===== src/rtl/tmds_decoder_dvi.sv =====
// rtl/tmds_decoder_dvi.sv - TMDS channel decoder with control-token word alignment
// Alignment FSM, run counter and timeout counter exist only with TMDS_DECODER_ALIGN_EN defined.
module tmds_decoder_dvi #(
    parameter int MIN_RUN        = 8,
    parameter int LOCK_RUNS      = 4,
    parameter int SEARCH_TIMEOUT = 4096,
    parameter int SLIP_WAIT      = 16
) (
    input  logic       i_pix_clk,
    input  logic       i_rst,
    input  logic [9:0] i_tmds,
    output logic [7:0] o_data,
    output logic [1:0] o_ctrl,
    output logic       o_de,
    output logic       o_bitslip,
    output logic       o_aligned
);

    logic [9:0] tmds_q;
    logic [7:0] data_q, data_d;
    logic [1:0] ctrl_q, ctrl_d;
    logic       de_q, de_d;
    logic       is_ctrl;
    logic [1:0] ctrl_sym;
    logic [7:0] qp;
    logic [7:0] dec;

    always_comb begin
        is_ctrl  = 1'b1;
        ctrl_sym = 2'b00;
        case (tmds_q)
            10'b1101010100: ctrl_sym = 2'b00;
            10'b0010101011: ctrl_sym = 2'b01;
            10'b0101010100: ctrl_sym = 2'b10;
            10'b1010101011: ctrl_sym = 2'b11;
            default:        is_ctrl  = 1'b0;
        endcase
        qp     = tmds_q[9] ? ~tmds_q[7:0] : tmds_q[7:0];
        dec    = 8'h00;
        dec[0] = qp[0];
        for (int i = 1; i < 8; i++) begin
            dec[i] = tmds_q[8] ? (qp[i] ^ qp[i-1]) : ~(qp[i] ^ qp[i-1]);
        end
        data_d = is_ctrl ? 8'h00 : dec;
        ctrl_d = is_ctrl ? ctrl_sym : ctrl_q;
        de_d   = ~is_ctrl;
    end

    always_ff @(posedge i_pix_clk or posedge i_rst) begin
        if (i_rst) begin
            tmds_q <= '0;
            data_q <= '0;
            ctrl_q <= '0;
            de_q   <= 1'b0;
        end else begin
            tmds_q <= i_tmds;
            data_q <= data_d;
            ctrl_q <= ctrl_d;
            de_q   <= de_d;
        end
    end

    assign o_data = data_q;
    assign o_ctrl = ctrl_q;
    assign o_de   = de_q;

`ifdef TMDS_DECODER_ALIGN_EN
    typedef enum logic [1:0] {
        ST_SEARCH,
        ST_SLIP,
        ST_VERIFY,
        ST_LOCKED
    } state_t;

    localparam int RW = $clog2(MIN_RUN + 1);
    localparam int TW = $clog2(SEARCH_TIMEOUT + 1);
    localparam int LW = $clog2(LOCK_RUNS + 1);
    localparam logic [RW-1:0] RUN_MAX   = RW'(MIN_RUN);
    localparam logic [RW-1:0] RUN_LAST  = RW'(MIN_RUN - 1);
    localparam logic [TW-1:0] TMO_MAX   = TW'(SEARCH_TIMEOUT);
    localparam logic [TW-1:0] SLIP_LAST = TW'(SLIP_WAIT - 1);
    localparam logic [LW-1:0] LOCK_LAST = LW'(LOCK_RUNS - 1);

    state_t          state_q, state_d;
    logic [RW-1:0]   run_q, run_d;
    logic [TW-1:0]   tmo_q, tmo_d;
    logic [LW-1:0]   tally_q, tally_d;
    logic            bitslip_q, bitslip_d;
    logic            aligned_q, aligned_d;
    logic            valid_run;
    logic            timeout;

    // Fires only on the token that brings the counter up to MIN_RUN; saturation keeps it one-shot.
    assign valid_run = (state_q != ST_SLIP) && is_ctrl && (run_q == RUN_LAST);
    assign timeout   = (tmo_q == TMO_MAX);

    always_comb begin
        state_d   = state_q;
        tally_d   = tally_q;
        bitslip_d = 1'b0;
        tmo_d     = tmo_q + 1'b1;
        if (state_q == ST_SLIP || !is_ctrl) begin
            run_d = '0;
        end else if (run_q == RUN_MAX) begin
            run_d = run_q;
        end else begin
            run_d = run_q + 1'b1;
        end
        case (state_q)
            ST_SEARCH: begin
                if (valid_run) begin
                    state_d = ST_VERIFY;
                    tally_d = LW'(1);
                end else if (timeout) begin
                    bitslip_d = 1'b1;
                    state_d   = ST_SLIP;
                end
            end
            ST_SLIP: begin
                if (tmo_q == SLIP_LAST) begin
                    state_d = ST_SEARCH;
                end
            end
            ST_VERIFY: begin
                if (valid_run) begin
                    tally_d = tally_q + 1'b1;
                    if (tally_q == LOCK_LAST) begin
                        state_d = ST_LOCKED;
                    end
                end else if (timeout) begin
                    bitslip_d = 1'b1;
                    state_d   = ST_SLIP;
                end
            end
            ST_LOCKED: begin
                if (timeout && !valid_run) begin
                    state_d = ST_SEARCH;
                end
            end
            default: state_d = ST_SEARCH;
        endcase
        if (valid_run || (state_d != state_q)) begin
            tmo_d = '0;
        end
        aligned_d = (state_d == ST_LOCKED);
    end

    always_ff @(posedge i_pix_clk or posedge i_rst) begin
        if (i_rst) begin
            state_q   <= ST_SEARCH;
            run_q     <= '0;
            tmo_q     <= '0;
            tally_q   <= '0;
            bitslip_q <= 1'b0;
            aligned_q <= 1'b0;
        end else begin
            state_q   <= state_d;
            run_q     <= run_d;
            tmo_q     <= tmo_d;
            tally_q   <= tally_d;
            bitslip_q <= bitslip_d;
            aligned_q <= aligned_d;
        end
    end

    assign o_bitslip = bitslip_q;
    assign o_aligned = aligned_q;
`else
    logic aligned_q;
    logic unused_params;

    // Without alignment the word boundary is assumed correct from the first clock after reset.
    always_ff @(posedge i_pix_clk or posedge i_rst) begin
        if (i_rst) begin
            aligned_q <= 1'b0;
        end else begin
            aligned_q <= 1'b1;
        end
    end

    assign unused_params = ^{MIN_RUN, LOCK_RUNS, SEARCH_TIMEOUT, SLIP_WAIT};
    assign o_bitslip     = 1'b0;
    assign o_aligned     = aligned_q;
`endif

endmodule


===== config.mk =====
export PLATFORM = sky130hd
export DESIGN_NAME = tmds_decoder_dvi
export DESIGN_NICKNAME = d
export VERILOG_FILES = /design/src/rtl/tmds_decoder_dvi.sv
export SDC_FILE = /design/constraint.sdc
export NUM_CORES = 1
export LEC_CHECK = 0
export CORE_ASPECT_RATIO = 1.1
export CORE_MARGIN = 4
export CORE_UTILIZATION = 41
export DETAILED_ROUTE_END_ITERATION = 7
export PLACE_DENSITY_LB_ADDON = 0.1
export SLEW_MARGIN = 10
export SYNTH_ARGS = -nofsm -noshare
export SYNTH_HDL_FRONTEND = slang
export SYNTH_SLANG_ARGS = --single-unit

===== constraint.sdc =====
create_clock -name i_pix_clk -period 1.5 [get_ports i_pix_clk]
set_input_delay 0.15 -clock i_pix_clk [delete_from_list [all_inputs] [get_ports i_pix_clk]]
set_output_delay 0.15 -clock i_pix_clk [all_outputs]
set_load 0.05 [all_outputs]

==> report_table.html <==
<table>
<tr><th>Metric</th><th>Value</th></tr>
<tr><th colspan="2">Floorplan</th></tr>
<tr><td>Top Ports</td><td>25</td></tr>
<tr><td>Die outline height</td><td>57.27 microns</td></tr>
<tr><td>Std cell rows</td><td>17</td></tr>
<tr><td>Area of the die</td><td>3023 sq um</td></tr>
<tr><td>Floorplan die width</td><td>52.79 microns</td></tr>
<tr><td>Starting Density</td><td>43.84%</td></tr>
<tr><td>Core Area</td><td>2063 sq um</td></tr>
<tr><th colspan="2">Yosys</th></tr>
<tr><td>Most common cell in the synthesized netlist</td><td>dfrtp_1</td></tr>
<tr><td>Register bit count reported by yosys</td><td>22</td></tr>
<tr><td>Mapped Cells</td><td>71</td></tr>
<tr><td>Synthesized net count</td><td>87</td></tr>
<tr><td>Sequential cell area fraction in the yosys report</td><td>60.86%</td></tr>
<tr><td>Synthesized area divided by synthesized cell count</td><td>12.74 sq um</td></tr>
<tr><td>Commonest cells post-synth</td><td>22 x dfrtp_1, 7 x inv_1, 4 x a21oi_1, 4 x ha_1, 4 x nor2_1</td></tr>
<tr><td>Dominant cell type by area after synthesis</td><td>dfrtp_1</td></tr>
<tr><td>Number of distinct library cells after synthesis</td><td>23</td></tr>
<tr><td>Synthesized area</td><td>904.6 sq um</td></tr>
<tr><td>Post-synth top flop</td><td>dfrtp_1</td></tr>
<tr><td>Proportion of netlist area held by the largest area contributor</td><td>60.86%</td></tr>
<tr><td>Number of enable flip-flop cells after synthesis</td><td>0</td></tr>
<tr><td>Total of warnings raised by yosys</td><td>0</td></tr>
<tr><td>Share of synthesized registers carrying an async set or reset</td><td>100.0%</td></tr>
<tr><td>Most area-consuming cells after synthesis</td><td>dfrtp_1 61%, ha_1 5.5%, mux2i_1 3.3%</td></tr>
<tr><th colspan="2">Layout</th></tr>
<tr><td>Total area of multi-input combinational cells</td><td>322.8 sq um</td></tr>
<tr><td>Number of nets at the end of the flow</td><td>130</td></tr>
<tr><td>Fraction of final layout cells with drive strength greater than 1</td><td>32.14%</td></tr>
<tr><td>Share of the core filled with cells in the final layout</td><td>62.28%</td></tr>
<tr><td>Number of filler instances in the final layout</td><td>175</td></tr>
<tr><td>Layout-stage area growth over the synthesis result</td><td>42.05%</td></tr>
<tr><td>Sequential cell area</td><td>550.5 sq um</td></tr>
<tr><td>Antenna Cells</td><td>0</td></tr>
<tr><th colspan="2">Place</th></tr>
<tr><td>Post-Place Setup Slack</td><td>-0.09708 ns</td></tr>
<tr><td>Input/output buffers</td><td>23</td></tr>
<tr><td>Half-perimeter wire length after placement</td><td>1268 microns</td></tr>
<tr><td>Gp weighted congestion</td><td>0.8150</td></tr>
<tr><th colspan="2">Route</th></tr>
<tr><td>Remaining antenna violation count</td><td>0</td></tr>
<tr><td>Final routed wire length divided by cell count</td><td>11.22 microns</td></tr>
<tr><td>Highest routed layer</td><td>met4</td></tr>
<tr><td>Vias post-DR</td><td>638</td></tr>
<tr><td>Routed via count divided by cell count</td><td>4.557</td></tr>
<tr><td>Met3 WL post-DR</td><td>105 microns</td></tr>
<tr><td>DR iter-0 viols</td><td>8</td></tr>
<tr><td>Total iterations of the first detailed-routing run</td><td>5</td></tr>
<tr><td>Count of unresolved DRC violations after routing</td><td>0</td></tr>
<tr><td>Wirelength, routed</td><td>1571 microns</td></tr>
<tr><td>Met1 layer wirelength in the final routing</td><td>620 microns</td></tr>
<tr><td>Met2 routed wirelength</td><td>815 microns</td></tr>
<tr><th colspan="2">Worst setup path</th></tr>
<tr><td>Arrival time reported for the critical path endpoint</td><td>1.79 ns</td></tr>
<tr><td>Origin of the worst setup path</td><td>tmds_q[2]</td></tr>
<tr><td>Maximum fanout along the worst path</td><td>3</td></tr>
<tr><td>Number of cells on the worst reg-to-reg path</td><td>5</td></tr>
<tr><td>Data required time at the worst endpoint</td><td>1.69 ns</td></tr>
<tr><td>Category of the most critical setup path</td><td>reg -&gt; reg</td></tr>
<tr><td>Capture point of the worst path</td><td>o_ctrl[1]</td></tr>
<tr><td>Reg2reg setup slack</td><td>-0.10 ns</td></tr>
<tr><td>Worst reg2reg path endpoint</td><td>o_ctrl[1]</td></tr>
<tr><td>Kind of start point of the critical path</td><td>flop</td></tr>
<tr><td>Setup crit end kind</td><td>flop</td></tr>
<tr><td>Reg-to-reg critical path startpoint</td><td>tmds_q[2]</td></tr>
<tr><th colspan="2">Timing</th></tr>
<tr><td>Fin crit share</td><td>106.7%</td></tr>
<tr><td>Max-slew violation total from the final report</td><td>0</td></tr>
<tr><td>Setup slack of the critical path after layout</td><td>-0.1003 ns</td></tr>
<tr><td>Final worst hold slack</td><td>0.1538 ns</td></tr>
<tr><td>Final setup viols</td><td>1</td></tr>
<tr><td>Final worst clock skew</td><td>0.006979 ns</td></tr>
<tr><td>RSZ-0062 raised after global routing</td><td>yes</td></tr>
<tr><td>Highest attainable clock frequency</td><td>0.6249 GHz</td></tr>
<tr><td>Total count of hold-check failures in the final report</td><td>0</td></tr>
<tr><td>Final critical path time including I/O delays and setup</td><td>1.600 ns</td></tr>
<tr><th colspan="2">Status</th></tr>
<tr><td>Violations in the final reports</td><td>negative setup slack</td></tr>
<tr><td>Result of the run</td><td>complete, but fails checks</td></tr>
<tr><th colspan="2">CTS</th></tr>
<tr><td>Sinks on the clock net</td><td>22</td></tr>
<tr><td>CTS clock-pin slew for the worst setup and hold paths</td><td>0.11 ns</td></tr>
<tr><td>Clock Tree Root</td><td>clkbuf_4</td></tr>
<tr><td>Max Root-Sink Buffers</td><td>2</td></tr>
<tr><td>TritonCTS clock tree</td><td>yes</td></tr>
<tr><td>Clock insertion delay at the later pin of the skew report</td><td>0.30 ns</td></tr>
<tr><td>Clock buffer count from CTS</td><td>3</td></tr>
<tr><td>Htree depth</td><td>1</td></tr>
<tr><th colspan="2">Min path</th></tr>
<tr><td>Worst min path class</td><td>in -&gt; async</td></tr>
<tr><th colspan="2">Power and ir drop</th></tr>
<tr><td>Pwr Density</td><td>968.0 nW/um^2</td></tr>
<tr><td>Leak Pwr</td><td>0.6540 nW</td></tr>
<tr><td>Largest vdd supply drop</td><td>0.6144 mV</td></tr>
<tr><th colspan="2">Global routing</th></tr>
<tr><td>Global route overflow</td><td>0</td></tr>
<tr><td>First-pass GRT wire length</td><td>2739 microns</td></tr>
<tr><td>All-layer global routing usage</td><td>12.33%</td></tr>
<tr><td>Pin count of the biggest net entering global routing</td><td>23</td></tr>
<tr><td>Number of antenna violations at the first check in global routing</td><td>0</td></tr>
<tr><td>Via count of the first global-routing pass</td><td>658</td></tr>
<tr><th colspan="2">Run</th></tr>
<tr><td>Max-cap violations</td><td>0</td></tr>
</table>
power breakdown:
group | internal [mW] | switching, mW | leakage (nW)
registers | 0.637 | 0.0247 | 0.257
logic | 0.131 | 0.194 | 0.383
clock network | 0.0938 | 0.163 | 0.0138
layer usage:
metal / track usage [%] / up-vias
li1: - / 321
met1: 14.04 / 292
met2: 21.81 / 23
met3: 3.133 / 2
met4: 4.380 / 0
met5: 0 / -
flip-flops by register name, indices dropped and copies added (netlist names):
name,count
tmds_q,10
o_data,8
o_ctrl,2
o_aligned,1
o_de,1
cells by family after synthesis:
family / share of synthesized area, %
DFF: 60.86
buffers and inverters: 4.288
adders and majority gates: 5.533
AOI/OAI and AO/OA: 8.576
muxes: 3.320
other: 0.8302
xor gates and xnor gates: 5.810
and+or+nand+nor: 10.79
cell type report:
cell class | count | area share (%)
Timing Repair Buffer | 40 | 25.51
Inverter | 7 | 2.045
Tap cell | 28 | 2.726
Clock buffer | 3 | 1.753
Multi-Input combinational cell | 40 | 25.12
Sequential cell | 22 | 42.84
critical path, stage by stage, from the launching register on:
cell	delay, ns
dfrtp_1	0.42
inv_1	0.07
ha_2	0.19
nand4b_4	0.11
o211a_1	0.21
or4_1	0.49
layout by cell type (no fill, tap or decap), types with 3 or more instances in the layout:
cell / instances
a21oi_1: 4
xor2_1: 3
inv_1: 7
buf_4: 29
mux2i_1: 3
clkdlybuf4s50_1: 11
nand2b_1: 3
clkbuf_4: 3
xnor2_1: 3
nor2_1: 4
ha_1: 3
dfrtp_1: 22
stage by stage:
| stage | setup TNS [ns] | std cells | cell area [sq um] | power, mW |
|---|---|---|---|---|
| after floorplan | -0.07955 | 71 | 907.1 | 0.8716 |
| after global placement | -0.06062 | 136 | 1250 | 0.9952 |
| after detailed placement | -0.09708 | 136 | 1250 | 1.000 |
| after CTS | -0.1020 | 140 | 1280 | 1.259 |
| after global routing | -0.1935 | 140 | 1285 | 1.312 |
| final | -0.1003 | 140 | 1285 | 1.244 |
worst min path at each step:
stage / startpoint / to / cells past startpoint
after CTS: i_rst / tmds_q[6] / 3
final: i_rst / tmds_q[6] / 3
after global routing: i_rst / tmds_q[6] / 3
after global placement: i_rst / o_aligned / 3
after floorplan: i_rst / o_aligned / 1
after detailed placement: i_rst / o_aligned / 3
repair_timing:
item / CTS / global route
pin swaps: 1 / 0
hold buffers: 0 / 0
resized for setup: 0 / 1
buffers inserted: 1 / 0
endpoints found under the setup margin: 1 / 4
(Power assumes the default switching activity.)
